## src/rtl/seq_shift_if.sv

```systemverilog
// seq_shift_if: start/busy/done handshake and operand/result bus for seq_shift_unit
// master drives start, op, data_in, shamt; slave returns busy, done, result
interface seq_shift_if #(
    parameter int WIDTH   = 32,
    parameter int SHAMT_W = 5
) ();
    logic               start;
    logic [1:0]         op;
    logic [WIDTH-1:0]   data_in;
    logic [SHAMT_W-1:0] shamt;
    logic               busy;
    logic               done;
    logic [WIDTH-1:0]   result;
    modport master (output start, op, data_in, shamt, input busy, done, result);
    modport slave  (input start, op, data_in, shamt, output busy, done, result);
endinterface

```

## src/rtl/seq_shift_unit.sv

```systemverilog
// seq_shift_unit: multicycle one-bit-per-clock SLL/SRL/SRA unit with start/busy/done handshake
// ports: clk, reset (sync, active-high), bus (slave: start/op/data_in/shamt in, busy/done/result out)
module seq_shift_unit #(
    parameter int WIDTH   = 32,
    parameter int SHAMT_W = 5
) (
    input  logic        clk,
    input  logic        reset,
    seq_shift_if.slave  bus
);
    typedef enum logic [1:0] {IDLE, SHIFT, DONE} state_t;
    state_t             state, state_nxt;
    logic [WIDTH-1:0]   work, work_nxt, res;
    logic [SHAMT_W-1:0] count, count_nxt;
    logic [1:0]         op_reg, op_nxt;
    logic               accept;
    always_comb begin
        accept    = bus.start && (state != SHIFT);
        state_nxt = state;
        work_nxt  = work;
        count_nxt = count;
        op_nxt    = op_reg;
        if (accept) begin
            work_nxt  = bus.data_in;
            count_nxt = bus.shamt;
            op_nxt    = bus.op;
            state_nxt = (bus.shamt == '0 || bus.op == 2'b11) ? DONE : SHIFT;
        end else if (state == SHIFT) begin
            // right shifts fill with the sign bit only for SRA (op_reg[1])
            work_nxt  = (op_reg == 2'b00) ? {work[WIDTH-2:0], 1'b0}
                                          : {op_reg[1] & work[WIDTH-1], work[WIDTH-1:1]};
            count_nxt = count - 1'b1;
            state_nxt = (count == 1) ? DONE : SHIFT;
        end else if (state == DONE) begin
            state_nxt = IDLE;
        end
    end
    always_ff @(posedge clk) begin
        if (reset) begin
            state  <= IDLE;
            work   <= '0;
            count  <= '0;
            op_reg <= '0;
            res    <= '0;
        end else begin
            state  <= state_nxt;
            work   <= work_nxt;
            count  <= count_nxt;
            op_reg <= op_nxt;
            if (state_nxt == DONE) res <= work_nxt;
        end
    end
    assign bus.busy   = (state == SHIFT);
    assign bus.done   = (state == DONE);
    assign bus.result = res;
endmodule

```

## src/flat_wrapper.sv

```systemverilog
// flat-port wrapper written by rule: the top's interface ports become plain ports
module seq_shift_unit_flat 
#(
    parameter int WIDTH   = 32,
    parameter int SHAMT_W = 5
)
  (clk, reset, bus_start, bus_op, bus_data_in, bus_shamt, bus_busy, bus_done, bus_result);
  seq_shift_if #(.WIDTH(WIDTH), .SHAMT_W(SHAMT_W)) bus_i ();
  input  logic clk;
  input  logic reset;
  input wire logic [$bits(bus_i.start)-1:0] bus_start;
  input wire logic [$bits(bus_i.op)-1:0] bus_op;
  input wire logic [$bits(bus_i.data_in)-1:0] bus_data_in;
  input wire logic [$bits(bus_i.shamt)-1:0] bus_shamt;
  output wire logic [$bits(bus_i.busy)-1:0] bus_busy;
  output wire logic [$bits(bus_i.done)-1:0] bus_done;
  output wire logic [$bits(bus_i.result)-1:0] bus_result;
  assign bus_i.start = bus_start;
  assign bus_i.op = bus_op;
  assign bus_i.data_in = bus_data_in;
  assign bus_i.shamt = bus_shamt;
  assign bus_busy = bus_i.busy;
  assign bus_done = bus_i.done;
  assign bus_result = bus_i.result;
  seq_shift_unit #(.WIDTH(WIDTH), .SHAMT_W(SHAMT_W)) u_core (.clk(clk), .reset(reset), .bus(bus_i));
endmodule
```

## config.mk

```make
export PLATFORM = sky130hd
export DESIGN_NAME = seq_shift_unit_flat
export DESIGN_NICKNAME = d
export VERILOG_FILES = /design/src/rtl/seq_shift_if.sv /design/src/rtl/seq_shift_unit.sv /design/src/flat_wrapper.sv
export SDC_FILE = /design/constraint.sdc
export NUM_CORES = 1
export LEC_CHECK = 0
export BUFFER_PORTS_ARGS = -buffer_cell sky130_fd_sc_hd__buf_2
export CAP_MARGIN = 0
export CORE_ASPECT_RATIO = 1.75
export CORE_MARGIN = 2
export CORE_UTILIZATION = 58
export DETAILED_ROUTE_END_ITERATION = 6
export GPL_TIMING_DRIVEN = 0
export PLACE_DENSITY = 0.83
export SKIP_LAST_GASP = 1
export SYNTH_ARGS = -nofsm -noshare
export SYNTH_HDL_FRONTEND = slang
export SYNTH_SLANG_ARGS = --single-unit
```

## constraint.sdc

```tcl
create_clock -name clk -period 5.1 [get_ports clk]
set_clock_uncertainty 0.2 [all_clocks]
set_input_delay 0.51 -clock clk [delete_from_list [all_inputs] [get_ports clk]]
set_output_delay 0.51 -clock clk [all_outputs]
set_load 0.01 [all_outputs]
```

==> results.md, run 1 <==
| Metric | Reported |
|:---|:---|
| Row count | 37 |
| Setup-failing EPs final | 0 |
| Max Cap Viol | 0 |
| Total of warnings raised by yosys | 0 |
| Worst R2R Setup Slack | 2920 ps |
| H-tree Lvls | 3 |
| Largest net degree at the start of global routing | 11 |
| Leading cell type by number of instances after synthesis | dfxtp_1 |
| Port Buffers | 73 |
| Final wirelength | 7810 um |
| Share of the clock period used by the worst path after layout | 0.427 |
| Wirelength per Cell | 15.1 um |
| Number of placed I/O pins | 76 |
| Resized cells post-CTS | 0 |
| Share of final-layout standard cells stronger than drive strength 1 | 0.292 |
| Setup Fix Bufs, Post-CTS | 0 |
| Number of sinks driven by the clock tree | 73 |
| Number of hold-repair buffers added at the cts stage | 0 |
| Total Routing Usage GR | 0.252 |
| Commonest cells in the netlist | 73 x dfxtp_1, 42 x nand2_1, 35 x a21oi_1, 33 x mux2i_1, 33 x nor2b_1 |
| Post-route DRC | 0 |
| Fillers | 458 |
| Worst relative slew slack | 0.655 |
| Max clock buf depth | 2 |
| Average instance area after synthesis | 9.79 um^2 |
| Critical Setup Path Class | flip-flop to flip-flop |
| Vias per Instance | 5.66 |
| Share of synthesized cell area in and, or, nand and nor gates | 0.141 |
| Clk Latency, worst-skew pair | 350 ps |
| Final antenna-violating net count | 0 |
| Net total in the final layout | 478 |
| Cell taking the most area after synthesis | dfxtp_1 |
| Seq cells post-synth | 73 |
| Destination of the worst register-to-register timing path | u_core.bus.result[27] |
| Total power density per cell area | 311 mW/mm^2 |
| Start of the worst register-to-register path | u_core.count[1] |
| Async S/R FF share, synth | 0 |
| Worst Path Arrival | 2210 ps |
| Overall power consumption | 1.26 mW |
| Worst hold path class | input pin to flip-flop |
| RD Place Congestion | 0.835 |
| EDFF count, synth | 0 |
| Combined area of all synthesized cells | 0.00343 mm^2 |
| Die W | 62.1 um |
| Initial cell density of the core | 0.592 |
| Primary FF master, synth | dfxtp_1 |
| Cells on worst reg2reg path | 6 |
| Number of CTS-inserted buffers | 9 |
| Endpoint type of the worst setup path | flip-flop |
| First-iteration detailed-routing DRC count | 263 |
| Part of the Yosys area used for sequential elements | 0.426 |
| Setup TNS | 0 ps |
| Number of global-route vias before repair | 2949 |
| Initial antenna violation count | 0 |
| Setup repair after global routing missed its margin | false |
| Clock transition at path regs | 70 ps |
| Number of inserted diodes | 0 |
| CTS tree | built |
| Crit path launch | u_core.count[1] |
| Clock root cell | clkbuf_8 |
| Library cells used by synthesis | 37 |
| Critical path data required time | 5130 ps |
| Crit path time final | 2180 ps |
| Number of pins exceeding their max-slew limit in the final report | 0 |
| Placed wire-length estimate after detailed placement | 5830 um |
| Area growth from synthesis to layout | 18.1% |
| P_leak | 1.89 nW |
| Share of Yosys cell area claimed by the top area cell type | 0.426 |
| Highest Clock Rate | 459 MHz |
| Total via count after detailed routing | 2918 |
| Xor and xnor area share after synthesis | 0 |
| Top cells by area in the synthesized netlist | dfxtp_1 43%, mux2i_1 9.6%, a221oi_1 7.7% |
| Worst-case vdd ir drop | 0.000219 V |
| Compound-cell area share of the yosys netlist | 0.165 |
| Dominant combinational cell family by area after synthesis | multiplexers |
| Transition time at the pin with the least slew margin | 517 ps |
| Startpoint Class | flip-flop |
| Result of the run | completed |
| Fraction of synthesized area in multiplexers | 0.205 |
| Final-report hold violation count | 0 |
| Final global-route overflow total | 0 |
| Die ar. | 0.00656 mm^2 |
| Post-synthesis net count | 394 |
| Detailed-routing iteration count for the pre-antenna-repair pass | 4 |
| Adder and majority cell fraction of the synthesized area | 0.00730 |
| Vertical extent of the die | 106 um |
| Core outline area | 0.00579 mm^2 |
| Global-route wire length before repair | 13100 um |
| Crit path capture | u_core.bus.result[27] |
| Syn Inst Count | 350 |
| Crit-path max FO | 10 |
-- layout make-up --
type / count / area [um^2] / area share
Timing Repair Buffer: 73 / 365 / 0.0903
Inverter: 4 / 15.0 / 0.00371
Multi-Input combinational cell: 243 / 1770 / 0.438
Buffer: 30 / 178 / 0.0439
Tap cell: 78 / 97.6 / 0.0241
Sequential cell: 73 / 1460 / 0.361
Clock buffer: 15 / 156 / 0.0387
-- placed cells by master (no fill, tap or decap), drive strengths merged, types with 2 or more instances in the layout --
cell type / count
a211oi: 3
a31oi: 2
nor2: 8
nor2b: 33
a21oi: 35
ha: 2
a22oi: 2
a221oi: 30
o21ai: 4
dfxtp: 73
mux2: 33
nand2: 42
buf: 90
inv: 4
clkbuf: 28
nor3: 2
mux2i: 33
-- kinds of logic after synthesis --
family                   Yosys count
AO/OA/AOI/OAI                     81
buffers and inverters             34
adder cells (fa/ha/maj)            2
multiplexers                      66
flip-flops                        73
AND/OR/NAND/NOR                   94
-- where the power goes --
part           total (mW)  switching [mW]  internal [mW]
Sequential          0.645          0.0318          0.613
Clock               0.382           0.194          0.189
Combinational       0.231           0.124          0.108
-- how the worst min path moves through the flow --
stage                          start               end  slack [ps]  cells after the start
floorplan           u_core.op_reg[0]  u_core.op_reg[0]         270                      2
global placement    u_core.op_reg[0]  u_core.op_reg[0]         290                      2
detailed placement  u_core.op_reg[0]  u_core.op_reg[0]         300                      2
CTS                        bus_op[0]  u_core.op_reg[0]         220                      3
global route               bus_op[1]  u_core.op_reg[1]         230                      3
finish                     bus_op[0]  u_core.op_reg[0]         230                      3
-- worst max-delay path, cell delays in order, from the launching register on --
cell and delay [ps]:
dfxtp_1 310, inv_1 90, ha_1 160, or4b_4 500, o21ai_4 250, buf_6 200, mux2_2 340
-- per-layer routing --
layer  share of wire  up-vias  track usage
met5               0        -            0
met4           0.035        0        0.149
met3           0.046       27       0.0640
met2            0.52       88        0.441
met1            0.40     1371        0.271
li1                -     1432            -
-- stage by stage --
stage               utilization  hold WS (ps)  instances  setup WS, ps  cell area (um^2)
CTS                       0.699           223        516          2920              4050
detailed placement        0.672           299        501          2870              3890
floorplan                     -           270        350          3110              3430
global placement          0.672           294        501          2880              3890
finish                    0.699           235        516          2920              4050
global route              0.699           235        516          2850              4050
Power figures use the tool's default switching activity.
==> run 2, diff against run 1 <==
--- a/config.mk
+++ b/config.mk
@@ -5,14 +5,15 @@
 export SDC_FILE = /design/constraint.sdc
 export NUM_CORES = 1
 export LEC_CHECK = 0
+export ABC_AREA = 1
 export BUFFER_PORTS_ARGS = -buffer_cell sky130_fd_sc_hd__buf_2
 export CAP_MARGIN = 0
 export CORE_ASPECT_RATIO = 1.75
 export CORE_MARGIN = 2
-export CORE_UTILIZATION = 58
+export CORE_UTILIZATION = 50
 export DETAILED_ROUTE_END_ITERATION = 6
 export GPL_TIMING_DRIVEN = 0
-export PLACE_DENSITY = 0.83
+export PLACE_DENSITY = 0.75
 export SKIP_LAST_GASP = 1
 export SYNTH_ARGS = -nofsm -noshare
 export SYNTH_HDL_FRONTEND = slang
==> constraint.sdc (replaced) <==
create_clock -name clk -period 1.9 [get_ports clk]
set_clock_uncertainty 0.2 [all_clocks]
set_input_delay 0.19 -clock clk [delete_from_list [all_inputs] [get_ports clk]]
set_output_delay 0.19 -clock clk [all_outputs]
set_load 0.01 [all_outputs]
==> run 2 against run 1 <==
  * The run now ends with negative hold slack left
  * Cell count grew 50%
  * First-iteration DRC count shrank 2.7%
  * Critical path depth grew 5
  * Sequential power grew to 2.9 times the previous value
  * Via count grew 34%
  * Clock power grew to 4.2 times the previous value
  * Largest cell class unchanged
  * Largest power group unchanged
  * Highest routed layer unchanged
==> results.md, run 2 <==
| Metric | Reported | Delta |
|:---|:---|:---|
| RD Place Congestion | 0.825 | -1.2% |
| Number of sinks driven by the clock tree | 73 | unchanged |
| Number of CTS-inserted buffers | 9 | unchanged |
| Post-synthesis net count | 639 | +62% |
| Post-route DRC | 0 | unchanged |
| Transition time at the pin with the least slew margin | 505 ps | -12.3 ps |
| Final worst hold slack | -10.6 ps | -245 ps |
| First-iteration detailed-routing DRC count | 256 | -2.7% |
| Overall power consumption | 4.84 mW | +280% |
| Endpoint type of the worst setup path | flip-flop |  |
| Cell taking the most area after synthesis | dfxtp_1 |  |
| Worst Path Arrival | 1870 ps | -340 ps |
| Cells on worst reg2reg path | 10 | +4 |
| Total power density per cell area | 1070 mW/mm^2 | +240% |
| Max Cap Viol | 0 | unchanged |
| Area growth from synthesis to layout | 22.0% |  |
| Library cells used by synthesis | 25 | -32% |
| Final-report hold violation count | 1 | +1 |
| Start of the worst register-to-register path | u_core.count[1] |  |
| Global-route wire length before repair | 16600 um | +27% |
| Worst R2R Setup Slack | 70 ps | -2850 ps |
| Leading cell type by number of instances after synthesis | nor2_1 |  |
| Combined area of all synthesized cells | 0.00371 mm^2 | +8.4% |
| Part of the Yosys area used for sequential elements | 0.393 | -0.0330 |
| Core outline area | 0.00718 mm^2 | +24% |
| Share of final-layout standard cells stronger than drive strength 1 | 0.184 | -0.108 |
| P_leak | 2.32 nW | +23% |
| Wirelength per Cell | 12.8 um | -15% |
| Number of placed I/O pins | 76 | unchanged |
| Crit path time final | 1830 ps |  |
| H-tree Lvls | 3 | unchanged |
| Hold Path Depth | 5 | +2 |
| Hold Crit Endpoint | u_core.count[0] |  |
| Worst hold path class | input pin to flip-flop |  |
| Crit-path max FO | 10 | unchanged |
| Number of pins exceeding their max-slew limit in the final report | 0 | unchanged |
| Top cells by area in the synthesized netlist | dfxtp_1 39%, nor2_1 20%, nand2_1 12% |  |
| Final antenna-violating net count | 0 | unchanged |
| Result of the run | finished, violations left |  |
| Port Buffers | 74 | +1.4% |
| Total via count after detailed routing | 3914 | +34% |
| Final global-route overflow total | 0 | unchanged |
| Async S/R FF share, synth | 0 | unchanged |
| Final wirelength | 9960 um | +27% |
| Most common cell after layout, fill and taps aside | nor2_1 |  |
| Detailed-routing iteration count for the pre-antenna-repair pass | 5 | +1 |
| Setup Fix Bufs, Post-CTS | 0 | unchanged |
| Share of Yosys cell area claimed by the top area cell type | 0.393 | -0.0330 |
| Startpoint Class | input pin |  |
| Largest net degree at the start of global routing | 12 | +1 |
| Fillers | 744 | +62% |
| Total Routing Usage GR | 0.249 | -0.00286 |
| Worst-case vdd ir drop | 0.000669 V | +200% |
| Highest Clock Rate | 546 MHz |  |
| Average instance area after synthesis | 6.24 um^2 | -36% |
| Die W | 69.2 um | +11% |
| Number of global-route vias before repair | 3881 | +32% |
| Initial antenna violation count | 0 | unchanged |
| Clock root cell | clkbuf_16 |  |
| Commonest cells in the netlist | 197 x nor2_1, 120 x nand2_1, 73 x dfxtp_1, 65 x nand3_1, 41 x inv_1 |  |
| Clock transition at path regs | 60 ps | about the same |
| Max clock buf depth | 2 | unchanged |
| Critical path data required time | 1940 ps | -3190 ps |
| Critical Setup Path Class | input pin to flip-flop |  |
| Setup-failing EPs final | 0 | unchanged |
| Net total in the final layout | 729 | +53% |
| Post-route cell area | 0.00453 mm^2 | +12% |
| CTS tree | built |  |
| Syn Inst Count | 595 | +70% |
| EDFF count, synth | 0 | unchanged |
| Initial cell density of the core | 0.517 | -0.0750 |
| Total of warnings raised by yosys | 0 | unchanged |
| Placed wire-length estimate after detailed placement | 7220 um | +24% |
| Failing checks | negative hold slack |  |
| Worst Hold Launch | bus_shamt[0] |  |
| Number of inserted diodes | 0 | unchanged |
| Vertical extent of the die | 118 um | +12% |
| Share of the clock period used by the worst path after layout | 0.964 |  |
| Seq cells post-synth | 73 | unchanged |
| Destination of the worst register-to-register timing path | u_core.bus.result[6] |  |
| Clk Latency, worst-skew pair | 340 ps | about the same |
| Row count | 41 | +11% |
| Vias per Instance | 5.04 | -11% |
| Worst relative slew slack | 0.663 | +0.00822 |
| Area after detailed placement | 0.00419 mm^2 | +7.8% |
| Highest-count cells in the layout ignoring fill and taps | 197 x nor2_1, 120 x nand2_1, 93 x buf_2 |  |
| Primary FF master, synth | dfxtp_1 |  |
| Die ar. | 0.00816 mm^2 | +24% |
==> run 2: worst max path at each step <==
stage	cells past startpoint	slack [ps]	endpoint	start
floorplan	10	380	u_core.bus.result[0]	u_core.count[1]
global placement	10	110	u_core.bus.result[6]	u_core.count[1]
detailed placement	10	90	u_core.bus.result[6]	u_core.count[1]
CTS	11	40	u_core.bus.result[6]	bus_shamt[1]
global route	10	-3	u_core.bus.result[6]	u_core.count[1]
finish	11	70	u_core.bus.result[6]	bus_shamt[1]
==> run 2: timing repair <==
item / in CTS / in global routing
hold buffers: 5 / 0
setup endpoints to repair: 0 / 20
endpoints found under the hold margin: 5 / 0
resized for setup: 0 / 4
==> run 2: metal layers <==
metal,GRT usage,vias up,wire length [um]
met4,0.121,0,284
met5,0,-,0
li1,-,2022,-
met1,0.265,1767,3920
met3,0.0428,24,436
met2,0.462,101,5320
==> run 2: area by class of cell <==
| cell class | instances | area (um^2) | share of cell area |
|---|---|---|---|
| tap | 86 | 108 | 0.0238 |
| buffer | 37 | 223 | 0.0492 |
| sequential | 73 | 1460 | 0.323 |
| timing repair buffer | 79 | 420 | 0.0928 |
| clock inverter | 3 | 15.0 | 0.00331 |
| multi-input combinational | 441 | 1880 | 0.415 |
| clock buffer | 13 | 260 | 0.0574 |
| inverter | 44 | 165 | 0.0365 |
==> run 2: where the power goes <==
part	switching, mW	internal, mW	leakage [nW]	total, mW
clock network	0.648	0.949	0.139	1.60
registers	0.104	1.73	0.601	1.84
logic	0.883	0.521	1.58	1.40
==> run 2: worst max-delay path, stage by stage <==
cell,delay [ps]
dlygate4sd3_1,530
buf_2,120
nor2_1,110
nand3_1,90
nand2_1,110
nand2_4,80
nand2_2,130
clkbuf_4,230
nand3_1,140
nand2_1,90
nor2_1,40
==> run 2: through the flow <==
stage,setup slack [ps],setup TNS (ps),util,instances
final,69.2,0,0.631,776
after global routing,-2.61,-2.61,0.631,776
after CTS,39.9,0,0.629,776
after detailed placement,90.8,0,0.584,755
after global placement,106,0,0.584,755
after floorplan,383,0,-,595
==> run 2: logic make-up after synthesis <==
family | Yosys count | synth area share
AOI/OAI and AO/OA | 46 | 0.0680
xor gates and xnor gates | 3 | 0.00707
adders and majority gates | 2 | 0.00674
buffers and inverters | 81 | 0.102
DFF | 73 | 0.393
and+or+nand+nor | 390 | 0.422
==> run 3, diff against run 2 <==
--- a/config.mk
+++ b/config.mk
@@ -14,6 +14,7 @@
 export DETAILED_ROUTE_END_ITERATION = 6
 export GPL_TIMING_DRIVEN = 0
 export PLACE_DENSITY = 0.75
+export RECOVER_POWER = 50
 export SKIP_LAST_GASP = 1
 export SYNTH_ARGS = -nofsm -noshare
 export SYNTH_HDL_FRONTEND = slang
==> run 3 against run 2 <==
  * The run still ends with negative hold slack left
  * Register-to-register slack about the same
  * Design area is 0.91% lower
  * Total power decreased by 0.48%
  * Fmax down 0.33%
  * Critical path type unchanged
  * Largest power group unchanged
==> results.md, run 3 (synthesis gave the netlist of run 2 again) <==
| Metric | Reported | Delta |
|:---|:---|:---|
| Number of sinks driven by the clock tree | 73 | unchanged |
| Critical Setup Path Class | input pin to flip-flop |  |
| Highest-count cells in the layout ignoring fill and taps | 197 x nor2_1, 120 x nand2_1, 73 x dfxtp_1 |  |
| H-tree Lvls | 3 | unchanged |
| Sequential share of power | 0.382 | +0.002 |
| Post-route cell area | 0.00449 mm^2 | -0.91% |
| Family with the most delay on the worst path | buffers and inverters |  |
| Worst relative slew slack | 0.658 | -0.00523 |
| Final wirelength | 9930 um | -0.30% |
| Setup-failing EPs final | 0 | unchanged |
| Number of pins exceeding their max-slew limit in the final report | 0 | unchanged |
| Largest stage delay on the critical path | 530 ps | about the same |
| Share of the clock period used by the worst path after layout | 0.967 | +0.00318 |
| Transition time at the pin with the least slew margin | 513 ps | +7.85 ps |
| Die W | 69.2 um | unchanged |
| Port Buffers | 74 | unchanged |
| Net switching share of the total power | 0.340 | +0.00238 |
| Share of final-layout standard cells stronger than drive strength 1 | 0.136 | -0.0478 |
| Buffers and inverters on the worst path | 3 | unchanged |
| Vertical extent of the die | 118 um | unchanged |
| RD Place Congestion | 0.825 | unchanged |
| Final worst hold slack | -6.73 ps | +3.85 ps |
| Overall power consumption | 4.82 mW | -0.48% |
| Critical path data required time | 1930 ps | about the same |
| Non-filler cells, final | 776 | unchanged |
| Cell with the biggest individual delay on the critical path | dlygate4sd3_1 |  |
| Total via count after detailed routing | 3914 | unchanged |
| Number of CTS-inserted buffers | 9 | unchanged |
| Post-route DRC | 0 | unchanged |
| Crit-path max FO | 10 | unchanged |
| Worst Path Arrival | 1870 ps | about the same |
| Endpoint type of the worst setup path | flip-flop |  |
| Startpoint Class | input pin |  |
| Global-route wire length before repair | 16600 um | unchanged |
| Total placed cells including tap cells | 755 | unchanged |
| Clock root cell | clkbuf_16 |  |
| Detailed-routing iteration count for the pre-antenna-repair pass | 7 | +2 |
| Number of inserted diodes | 0 | unchanged |
| Crit path time final | 1840 ps | +6.05 ps |
| CTS tree | built |  |
| P_leak | 2.18 nW | -5.7% |
| Initial cell density of the core | 0.517 | unchanged |
| Total power density per cell area | 1070 mW/mm^2 | +0.44% |
| Cell internal power dissipation | 3.18 mW | -0.83% |
| Row count | 41 | unchanged |
| Final global-route overflow total | 0 | unchanged |
| Number of placed I/O pins | 76 | unchanged |
| Proportion of power drawn by the clock network | 0.332 | +0.002 |
| Worst-case vdd ir drop | 0.000674 V | +0.75% |
| Power spent charging and discharging nets | 1.64 mW | +0.23% |
| Initial antenna violation count | 0 | unchanged |
| Area growth from synthesis to layout | 20.8% |  |
| Clock transition at path regs | 60 ps | about the same |
| Placed wire-length estimate after detailed placement | 7220 um | unchanged |
| Number of global-route vias before repair | 3881 | unchanged |
| Final antenna-violating net count | 0 | unchanged |
| Clk Latency, worst-skew pair | 340 ps | about the same |
| Highest Clock Rate | 544 MHz | -0.33% |
| Combinational power share | 0.286 | -0.004 |
| Total Routing Usage GR | 0.249 | unchanged |
| Most common cell after layout, fill and taps aside | nor2_1 |  |
| Vias per Instance | 5.04 | unchanged |
| Wirelength per Cell | 12.8 um | -0.30% |
| Largest net degree at the start of global routing | 12 | unchanged |
| Net total in the final layout | 729 | unchanged |
| Worst hold path class | input pin to flip-flop |  |
| Final-report hold violation count | 1 | unchanged |
| Max Cap Viol | 0 | unchanged |
| First-iteration detailed-routing DRC count | 272 | +6.3% |
| Core outline area | 0.00718 mm^2 | unchanged |
| Cells traversed along the worst timing path | dlygate4sd3_1, buf_2, nor2_1, nand3_1, nand2_1, nand2_4, nand2_2, clkbuf_4, nand3_1, nand2_1, nor2_1 |  |
| Max clock buf depth | 2 | unchanged |
| Failing checks | negative hold slack |  |
| Area after detailed placement | 0.00419 mm^2 | unchanged |
| Setup TNS | 0 ps | unchanged |
| Result of the run | finished, violations left |  |
| Die ar. | 0.00816 mm^2 | unchanged |
## run 3: cell count changes in the layout (fill, tap and decap cells not counted)
| cell | change |
|---|---|
| clkbuf_1 | +33 |
| buf_2 | -33 |
## run 3: power groups by stage
stage          clock network, mW  logic, mW  registers (mW)
6_report                    1.60       1.38            1.84
5_1_grt                     1.67       1.56            1.87
4_1_cts                     1.60       1.40            1.84
3_5_place_dp                   0       1.38            1.87
3_3_place_gp                   0       1.36            1.86
2_1_floorplan                  0      0.941            1.90
## run 3: what timing repair did
| item | in CTS | in global routing |
|---|---|---|
| resized for setup | 0 | 4 |
| hold buffers | 5 | 0 |
| endpoints found under the hold margin | 5 | 0 |
| setup buffers | 0 | 0 |
| endpoints found under the setup margin | 0 | 20 |
## run 3: metrics by stage
stage,setup WS [ps],utilization
floorplan,383,-
global placement,106,0.584
detailed placement,90.8,0.584
CTS,39.9,0.629
global route,-2.61,0.625
finish,63.1,0.625
## run 3: cell type report
cell class              instances  area [um^2]
fillers                       763         2690
multi-input cells             441         1880
flip-flops and latches         73         1460
repair buffers                 79          379
clock buffers                  13          260
plain buffers                  37          223
inverters                      44          165
well taps                      86          108
clock inverters                 3         15.0
## run 3: layer usage
metal / wire [um] / GRT usage / vias to the layer above
met5: 0 / 0 / -
met3: 454 / 0.0428 / 23
met2: 5310 / 0.462 / 105
met1: 3900 / 0.265 / 1760
met4: 269 / 0.121 / 0
li1: - / - / 2026
## run 3: tightest hold or removal path: stages
cell and delay, ps:
buf_2 80, nand2_1 50, o211ai_1 80, nand2_1 60
inv_1 40
## run 3: worst paths after layout
path / startpoint / endpoint / slack (ps) / cells after the start
hold reg to reg: u_core.count[4] / u_core.count[4] / 270 / 2
setup / recovery: bus_shamt[1] / u_core.bus.result[6] / 60 / 11
hold / removal: bus_shamt[0] / u_core.count[0] / -7 / 5
setup reg to reg: u_core.count[1] / u_core.bus.result[6] / 70 / 10
